===== src/rtl/ex_stage_mul.sv =====
// Execute stage + EX/MEM register: forwarding muxes, single-cycle ALU, optional iterative multiplier (define MUL_EN).
// Latency: ALU ops 1 cycle; mul (MUL_EN) writes EX/MEM N+1 cycles after issue, N = 32/MUL_BITS_PER_CYCLE.
// Backpressure: stall_o holds PC, IF/ID and ID/EX while a multiply is in flight; flush_i kills EX and aborts it.
module ex_stage_mul #(
    parameter int MUL_BITS_PER_CYCLE = 1
) (
    input  logic        clk_i,
    input  logic        rst_i,
    input  logic        flush_i,
    input  logic [31:0] RSdata_i,
    input  logic [31:0] RTdata_i,
    input  logic [4:0]  RSaddr_i,
    input  logic [4:0]  RTaddr_i,
    input  logic [4:0]  RDaddr_i,
    input  logic [31:0] immed_i,
    input  logic        ALUSrc_i,
    input  logic        MemToReg_i,
    input  logic        RegWrite_i,
    input  logic        MemWrite_i,
    input  logic        MemRead_i,
    input  logic [1:0]  ALUOp_i,
    input  logic [4:0]  MEMWB_RDaddr_i,
    input  logic        MEMWB_RegWrite_i,
    input  logic [31:0] MEMWB_data_i,
    output logic        stall_o,
    output logic [31:0] ALUResult_o,
    output logic [31:0] RTdata_o,
    output logic [4:0]  RDaddr_o,
    output logic        MemToReg_o,
    output logic        RegWrite_o,
    output logic        MemWrite_o,
    output logic        MemRead_o
);

    localparam logic [5:0] F_ADD = 6'h20;
    localparam logic [5:0] F_SUB = 6'h22;
    localparam logic [5:0] F_AND = 6'h24;
    localparam logic [5:0] F_OR  = 6'h25;
    localparam logic [5:0] F_SLT = 6'h2A;
    localparam logic [5:0] F_MUL = 6'h18;

    logic [31:0] fwd_a, fwd_b, op_b, alu_res;
    logic        mul_op;
    logic [5:0]  funct;

    logic [31:0] nx_res, nx_rt;
    logic [4:0]  nx_rd;
    logic        nx_m2r, nx_rw, nx_mw, nx_mr;

    assign funct = immed_i[5:0];

    // EX/MEM beats MEM/WB; register 0 is never forwarded
    always_comb begin
        fwd_a = RSdata_i;
        if (RegWrite_o && RDaddr_o != 5'd0 && RDaddr_o == RSaddr_i)
            fwd_a = ALUResult_o;
        else if (MEMWB_RegWrite_i && MEMWB_RDaddr_i != 5'd0 && MEMWB_RDaddr_i == RSaddr_i)
            fwd_a = MEMWB_data_i;
    end

    always_comb begin
        fwd_b = RTdata_i;
        if (RegWrite_o && RDaddr_o != 5'd0 && RDaddr_o == RTaddr_i)
            fwd_b = ALUResult_o;
        else if (MEMWB_RegWrite_i && MEMWB_RDaddr_i != 5'd0 && MEMWB_RDaddr_i == RTaddr_i)
            fwd_b = MEMWB_data_i;
    end

    assign op_b = ALUSrc_i ? immed_i : fwd_b;

    always_comb begin
        alu_res = 32'd0;
        mul_op  = 1'b0;
        case (ALUOp_i)
            2'b00: alu_res = fwd_a + op_b;
            2'b01: alu_res = fwd_a - op_b;
            2'b11: alu_res = fwd_a | op_b;
            default: begin
                case (funct)
                    F_ADD:   alu_res = fwd_a + op_b;
                    F_SUB:   alu_res = fwd_a - op_b;
                    F_AND:   alu_res = fwd_a & op_b;
                    F_OR:    alu_res = fwd_a | op_b;
                    F_SLT:   alu_res = {31'd0, $signed(fwd_a) < $signed(op_b)};
                    F_MUL:   mul_op  = 1'b1;
                    default: alu_res = 32'd0;
                endcase
            end
        endcase
    end

`ifdef MUL_EN
    localparam int N = 32 / MUL_BITS_PER_CYCLE;

    typedef enum logic [1:0] {IDLE, BUSY, DONE} state_t;
    state_t      state_q, state_d;
    logic [5:0]  cnt_q;
    logic [31:0] mcand_q, mplier_q, acc_q, rt_q, pp;
    logic [4:0]  rd_q;
    logic        m2r_q, rw_q, mw_q, mr_q;
    logic        mul_start;

    assign mul_start = (state_q == IDLE) && mul_op && !flush_i;

    always_ff @(posedge clk_i or negedge rst_i) begin
        if (!rst_i) state_q <= IDLE;
        else        state_q <= state_d;
    end

    always_comb begin
        state_d = state_q;
        if (flush_i) begin
            state_d = IDLE;
        end else begin
            case (state_q)
                IDLE:    if (mul_op) state_d = BUSY;
                BUSY:    if (cnt_q == 6'd1) state_d = DONE;
                default: state_d = IDLE;
            endcase
        end
    end

    always_comb begin
        stall_o = (state_q == BUSY) || mul_start;
    end

    // One shift-add step retires MUL_BITS_PER_CYCLE multiplier bits
    always_comb begin
        pp = 32'd0;
        for (int i = 0; i < MUL_BITS_PER_CYCLE; i++)
            if (mplier_q[i]) pp = pp + (mcand_q << i);
    end

    always_ff @(posedge clk_i or negedge rst_i) begin
        if (!rst_i) begin
            cnt_q    <= 6'd0;
            mcand_q  <= 32'd0;
            mplier_q <= 32'd0;
            acc_q    <= 32'd0;
            rt_q     <= 32'd0;
            rd_q     <= 5'd0;
            m2r_q    <= 1'b0;
            rw_q     <= 1'b0;
            mw_q     <= 1'b0;
            mr_q     <= 1'b0;
        end else if (mul_start) begin
            cnt_q    <= 6'(N);
            mcand_q  <= fwd_a;
            mplier_q <= op_b;
            acc_q    <= 32'd0;
            rt_q     <= fwd_b;
            rd_q     <= RDaddr_i;
            m2r_q    <= MemToReg_i;
            rw_q     <= RegWrite_i;
            mw_q     <= MemWrite_i;
            mr_q     <= MemRead_i;
        end else if (state_q == BUSY && !flush_i) begin
            acc_q    <= acc_q + pp;
            mcand_q  <= mcand_q << MUL_BITS_PER_CYCLE;
            mplier_q <= mplier_q >> MUL_BITS_PER_CYCLE;
            cnt_q    <= cnt_q - 6'd1;
        end
    end
`else
    assign stall_o = 1'b0;
`endif

    always_comb begin
        nx_res = 32'd0;
        nx_rt  = 32'd0;
        nx_rd  = 5'd0;
        nx_m2r = 1'b0;
        nx_rw  = 1'b0;
        nx_mw  = 1'b0;
        nx_mr  = 1'b0;
`ifdef MUL_EN
        if (!flush_i) begin
            if (state_q == IDLE && !mul_op) begin
                nx_res = alu_res;
                nx_rt  = fwd_b;
                nx_rd  = RDaddr_i;
                nx_m2r = MemToReg_i;
                nx_rw  = RegWrite_i;
                nx_mw  = MemWrite_i;
                nx_mr  = MemRead_i;
            end else if (state_q == DONE) begin
                nx_res = acc_q;
                nx_rt  = rt_q;
                nx_rd  = rd_q;
                nx_m2r = m2r_q;
                nx_rw  = rw_q;
                nx_mw  = mw_q;
                nx_mr  = mr_q;
            end
        end
`else
        // Without the multiplier, funct 0x18 is illegal and must not write back
        if (!flush_i) begin
            nx_res = alu_res;
            nx_rt  = fwd_b;
            nx_rd  = RDaddr_i;
            nx_m2r = MemToReg_i;
            nx_rw  = RegWrite_i & ~mul_op;
            nx_mw  = MemWrite_i;
            nx_mr  = MemRead_i;
        end
`endif
    end

    always_ff @(posedge clk_i or negedge rst_i) begin
        if (!rst_i) begin
            ALUResult_o <= 32'd0;
            RTdata_o    <= 32'd0;
            RDaddr_o    <= 5'd0;
            MemToReg_o  <= 1'b0;
            RegWrite_o  <= 1'b0;
            MemWrite_o  <= 1'b0;
            MemRead_o   <= 1'b0;
        end else begin
            ALUResult_o <= nx_res;
            RTdata_o    <= nx_rt;
            RDaddr_o    <= nx_rd;
            MemToReg_o  <= nx_m2r;
            RegWrite_o  <= nx_rw;
            MemWrite_o  <= nx_mw;
            MemRead_o   <= nx_mr;
        end
    end

endmodule


===== config.mk =====
export PLATFORM = sky130hd
export DESIGN_NAME = ex_stage_mul
export DESIGN_NICKNAME = d
export VERILOG_FILES = /design/src/rtl/ex_stage_mul.sv
export SDC_FILE = /design/constraint.sdc
export NUM_CORES = 1
export LEC_CHECK = 0
export CAP_MARGIN = 20
export CELL_PAD_IN_SITES_DETAIL_PLACEMENT = 2
export CELL_PAD_IN_SITES_GLOBAL_PLACEMENT = 2
export CORE_MARGIN = 10
export CORE_UTILIZATION = 32
export DETAILED_ROUTE_END_ITERATION = 16
export HOLD_SLACK_MARGIN = 0.06
export PLACE_DENSITY_LB_ADDON = 0.1
export SLEW_MARGIN = 20
export SYNTH_ARGS = -nofsm -noshare
export SYNTH_HDL_FRONTEND = slang
export SYNTH_SLANG_ARGS = --single-unit

===== constraint.sdc =====
create_clock -name clk_i -period 9.81 [get_ports clk_i]
set_input_delay 0.981 -clock clk_i [delete_from_list [all_inputs] [get_ports clk_i]]
set_output_delay 0.981 -clock clk_i [all_outputs]
set_load 0.1 [all_outputs]

==> flow_metrics.tcl <==
set metrics [dict create \
    run_status "finished, final reports clean" \
    rsz0062_at_grt "no" \
    synth_top_area_frac 0.177 \
    fillCellCount 3640 \
    synth_enable_flop_cells 0 \
    synth_top_cell_by_area "dfrtp_1" \
    synth_top_family_by_area "compound AO/OA/AOI/OAI gates" \
    p_leak_nw 5.49 \
    cts_inserted_buffers 9 \
    fin_nets 1790 \
    synth_ff_type "dfrtp_1" \
    drt_iter0_markers 861 \
    fp.dieH_um 199 \
    drt-total-wl_um 55600 \
    r2r_end "ALUResult_o[17]$_DFF_PN0_" \
    io_pins 233 \
    clockBufferDepth 2 \
    grt_max_degree 65 \
    setup_viol 0 \
    seq_area_frac_synth 0.177 \
    hold_slack_ns 0.477 \
    max-cap-violations 0 \
    peakVddDrop_mv 0.0907 \
    via_count 11166 \
    tns_ns 0 \
    path_class "primary input to flip-flop" \
    port_buffers 231 \
    grt_pass1_wl_um 81000 \
    postCtsSetupRepairBufs 0 \
    crit_path_start_kind "primary input" \
    muxShareOfSynthArea 0.125 \
    core-area_um2 31600 \
    cts.sinks 73 \
    cp_data_required_time_ns 10.05 \
    syn-cell-area_um2 10300 \
    worstSkewPairLatency_ns 0.37 \
    endpoint_kind "flip-flop" \
    h-tree-depth 3 \
    drive_gt1_frac 0.0669 \
    synthXorXnorAreaFrac 0.0637 \
    powerDensity_nw_per_um2 133 \
    cp-endpoint "ALUResult_o[23]$_DFF_PN0_" \
    final_common_cell "clkdlybuf4s50_1" \
    relSlewSlack 0.223 \
    period_share 0.678 \
    ys_warn_count 0 \
    worstSetupStartpoint "MEMWB_RDaddr_i[1]" \
    drv_slew 0 \
    arrival_ns 6.89 \
    layout_min_cycle_time_ns 6.65 \
    synth-simple-area-share 0.182 \
    cts_resized 0 \
    track_usage 0.273 \
    antenna_found_initial 7 \
    hpwl_um 44100 \
    synthesis.nets 1620 \
    area_growth_pct 28.0 \
    dr.pass1.iters 6 \
    synth.distinct_cells 85 \
    clk_pin_slew_ns 0.07 \
    multi_input_area_um2 7770 \
    synth_compound_area_frac 0.242 \
    clockRootBuffer "clkbuf_16" \
    cts_tree "built" \
    start_util 0.326 \
    min_path_type "primary input to async pin" \
    seq_area_um2 1830 \
    synthAdderAreaFrac 0.137 \
    die-area_um2 39800 \
    wl_per_cell_um 28.9 \
    postRouteAntennaNets 0 \
    skew_ns 0.00966 \
    vias_per_cell 5.79 \
    synth_area_leaders "dfrtp_1 18%, ha_1 13%, mux2i_1 8.7%" \
    grt_overflow 0 \
    postCtsHoldBufs 0 \
    tightest_slew_ns 1.16 \
    ys_seq_elements 73 \
    globalplace.congestion 0.960 \
    max_freq_mhz 150 \
    crit_fanout 32 \
    rrSetupSlack_ns 3.78 \
    layout_common_cells "225 x clkdlybuf4s50_1, 150 x a21oi_1, 144 x nor2_1" \
    hold_violations 0 \
    rr_worst_depth 18 \
    synth_cells 1349 \
    die_w_um 199 \
    drc 0 \
    grt_pass1_vias 11837 \
    reg2reg_from "RDaddr_o[1]$_DFF_PN0_" \
    synthArstFlopShare 1.00 \
    row_count 65 \
    synth_area_per_cell_um2 7.64 \
]
synthesized netlist by cell type (25+ instances only):
library cell	number
a21oi_1	150
nor2_1	144
ha_1	110
inv_1	95
nand2_1	93
mux2i_1	90
o21ai_0	86
dfrtp_1	73
clkbuf_1	60
xnor2_1	55
nor2b_1	45
mux2_2	34
a221oi_1	28
nand3_1	25
layer usage:
layer / part of all wire / vias up / GRT usage
met1: 0.48 / 5671 / 0.379
met5: 0.0011 / - / 0
met2: 0.43 / 342 / 0.420
met4: 0.012 / 8 / 0.0544
li1: - / 5099 / -
met3: 0.078 / 46 / 0.0676
worst max-delay path: stages:
cell,delay [ns]
clkdlybuf4s50_1,0.47
or4_1,0.53
o21ai_0,0.45
nor4_4,0.10
buf_4,0.37
mux2i_1,0.26
o21ai_0,0.73
ha_1,0.51
a21oi_1,0.31
o21a_1,0.22
o21a_1,0.13
o21ai_0,0.10
a211oi_1,0.52
o21bai_1,0.30
mux2i_1,0.24
xnor2_1,0.15
a221oi_1,0.11
a2111oi_1,0.42
per-stage QoR:
| stage | utilization | cell area, um2 | std cells | worst slack [ns] | total power, mW |
|---|---|---|---|---|---|
| after global routing | 0.417 | 13200 | 1926 | 2.83 | 1.84 |
| final | 0.417 | 13200 | 1927 | 3.16 | 1.76 |
| after detailed placement | 0.407 | 12900 | 1910 | 2.84 | 1.35 |
| after CTS | 0.417 | 13200 | 1926 | 3.21 | 1.75 |
| after floorplan | - | 10300 | 1349 | 4.65 | 1.01 |
| after global placement | 0.407 | 12900 | 1910 | 3.00 | 1.32 |
cells by family (layout without fill, tap and decap cells):
family / Yosys count / in the layout
DFF: 73 / 73
AOI/OAI and AO/OA: 388 / 388
xor gates and xnor gates: 75 / 75
other: 1 / 2
and+or+nand+nor: 391 / 391
buffers and inverters: 185 / 360
muxes: 124 / 124
adders and majority gates: 112 / 112
area by class of cell:
class                      count  area share
multi-input combinational   1091       0.589
antenna                        1    0.000190
clock buffer                  10      0.0181
timing repair buffer         247       0.182
inverter                      97      0.0276
clock inverter                 6     0.00683
sequential                    73       0.138
tap                          402      0.0381
registers in the layout, indices dropped and copies added (netlist names):
name	cells
MemToReg_o	1
MemRead_o	1
ALUResult_o	32
RTdata_o	32
RDaddr_o	5
MemWrite_o	1
RegWrite_o	1
report_power, final:
part	switching (mW)	internal, mW	total [mW]
combinational	0.673	0.327	1.00
sequential	0.0322	0.327	0.359
clock	0.169	0.231	0.400
worst min path at each step:
stage | depth (start not counted) | endpoint | startpoint
finish | 1 | RTdata_o[23]$_DFF_PN0_ | rst_i
global route | 1 | RTdata_o[23]$_DFF_PN0_ | rst_i
CTS | 1 | ALUResult_o[27]$_DFF_PN0_ | rst_i
detailed placement | 3 | RTdata_o[0]$_DFF_PN0_ | ALUResult_o[0]$_DFF_PN0_
global placement | 3 | RTdata_o[0]$_DFF_PN0_ | ALUResult_o[0]$_DFF_PN0_
floorplan | 0 | ALUResult_o[0]$_DFF_PN0_ | rst_i
Note: power is estimated with default switching activity, not from simulation.
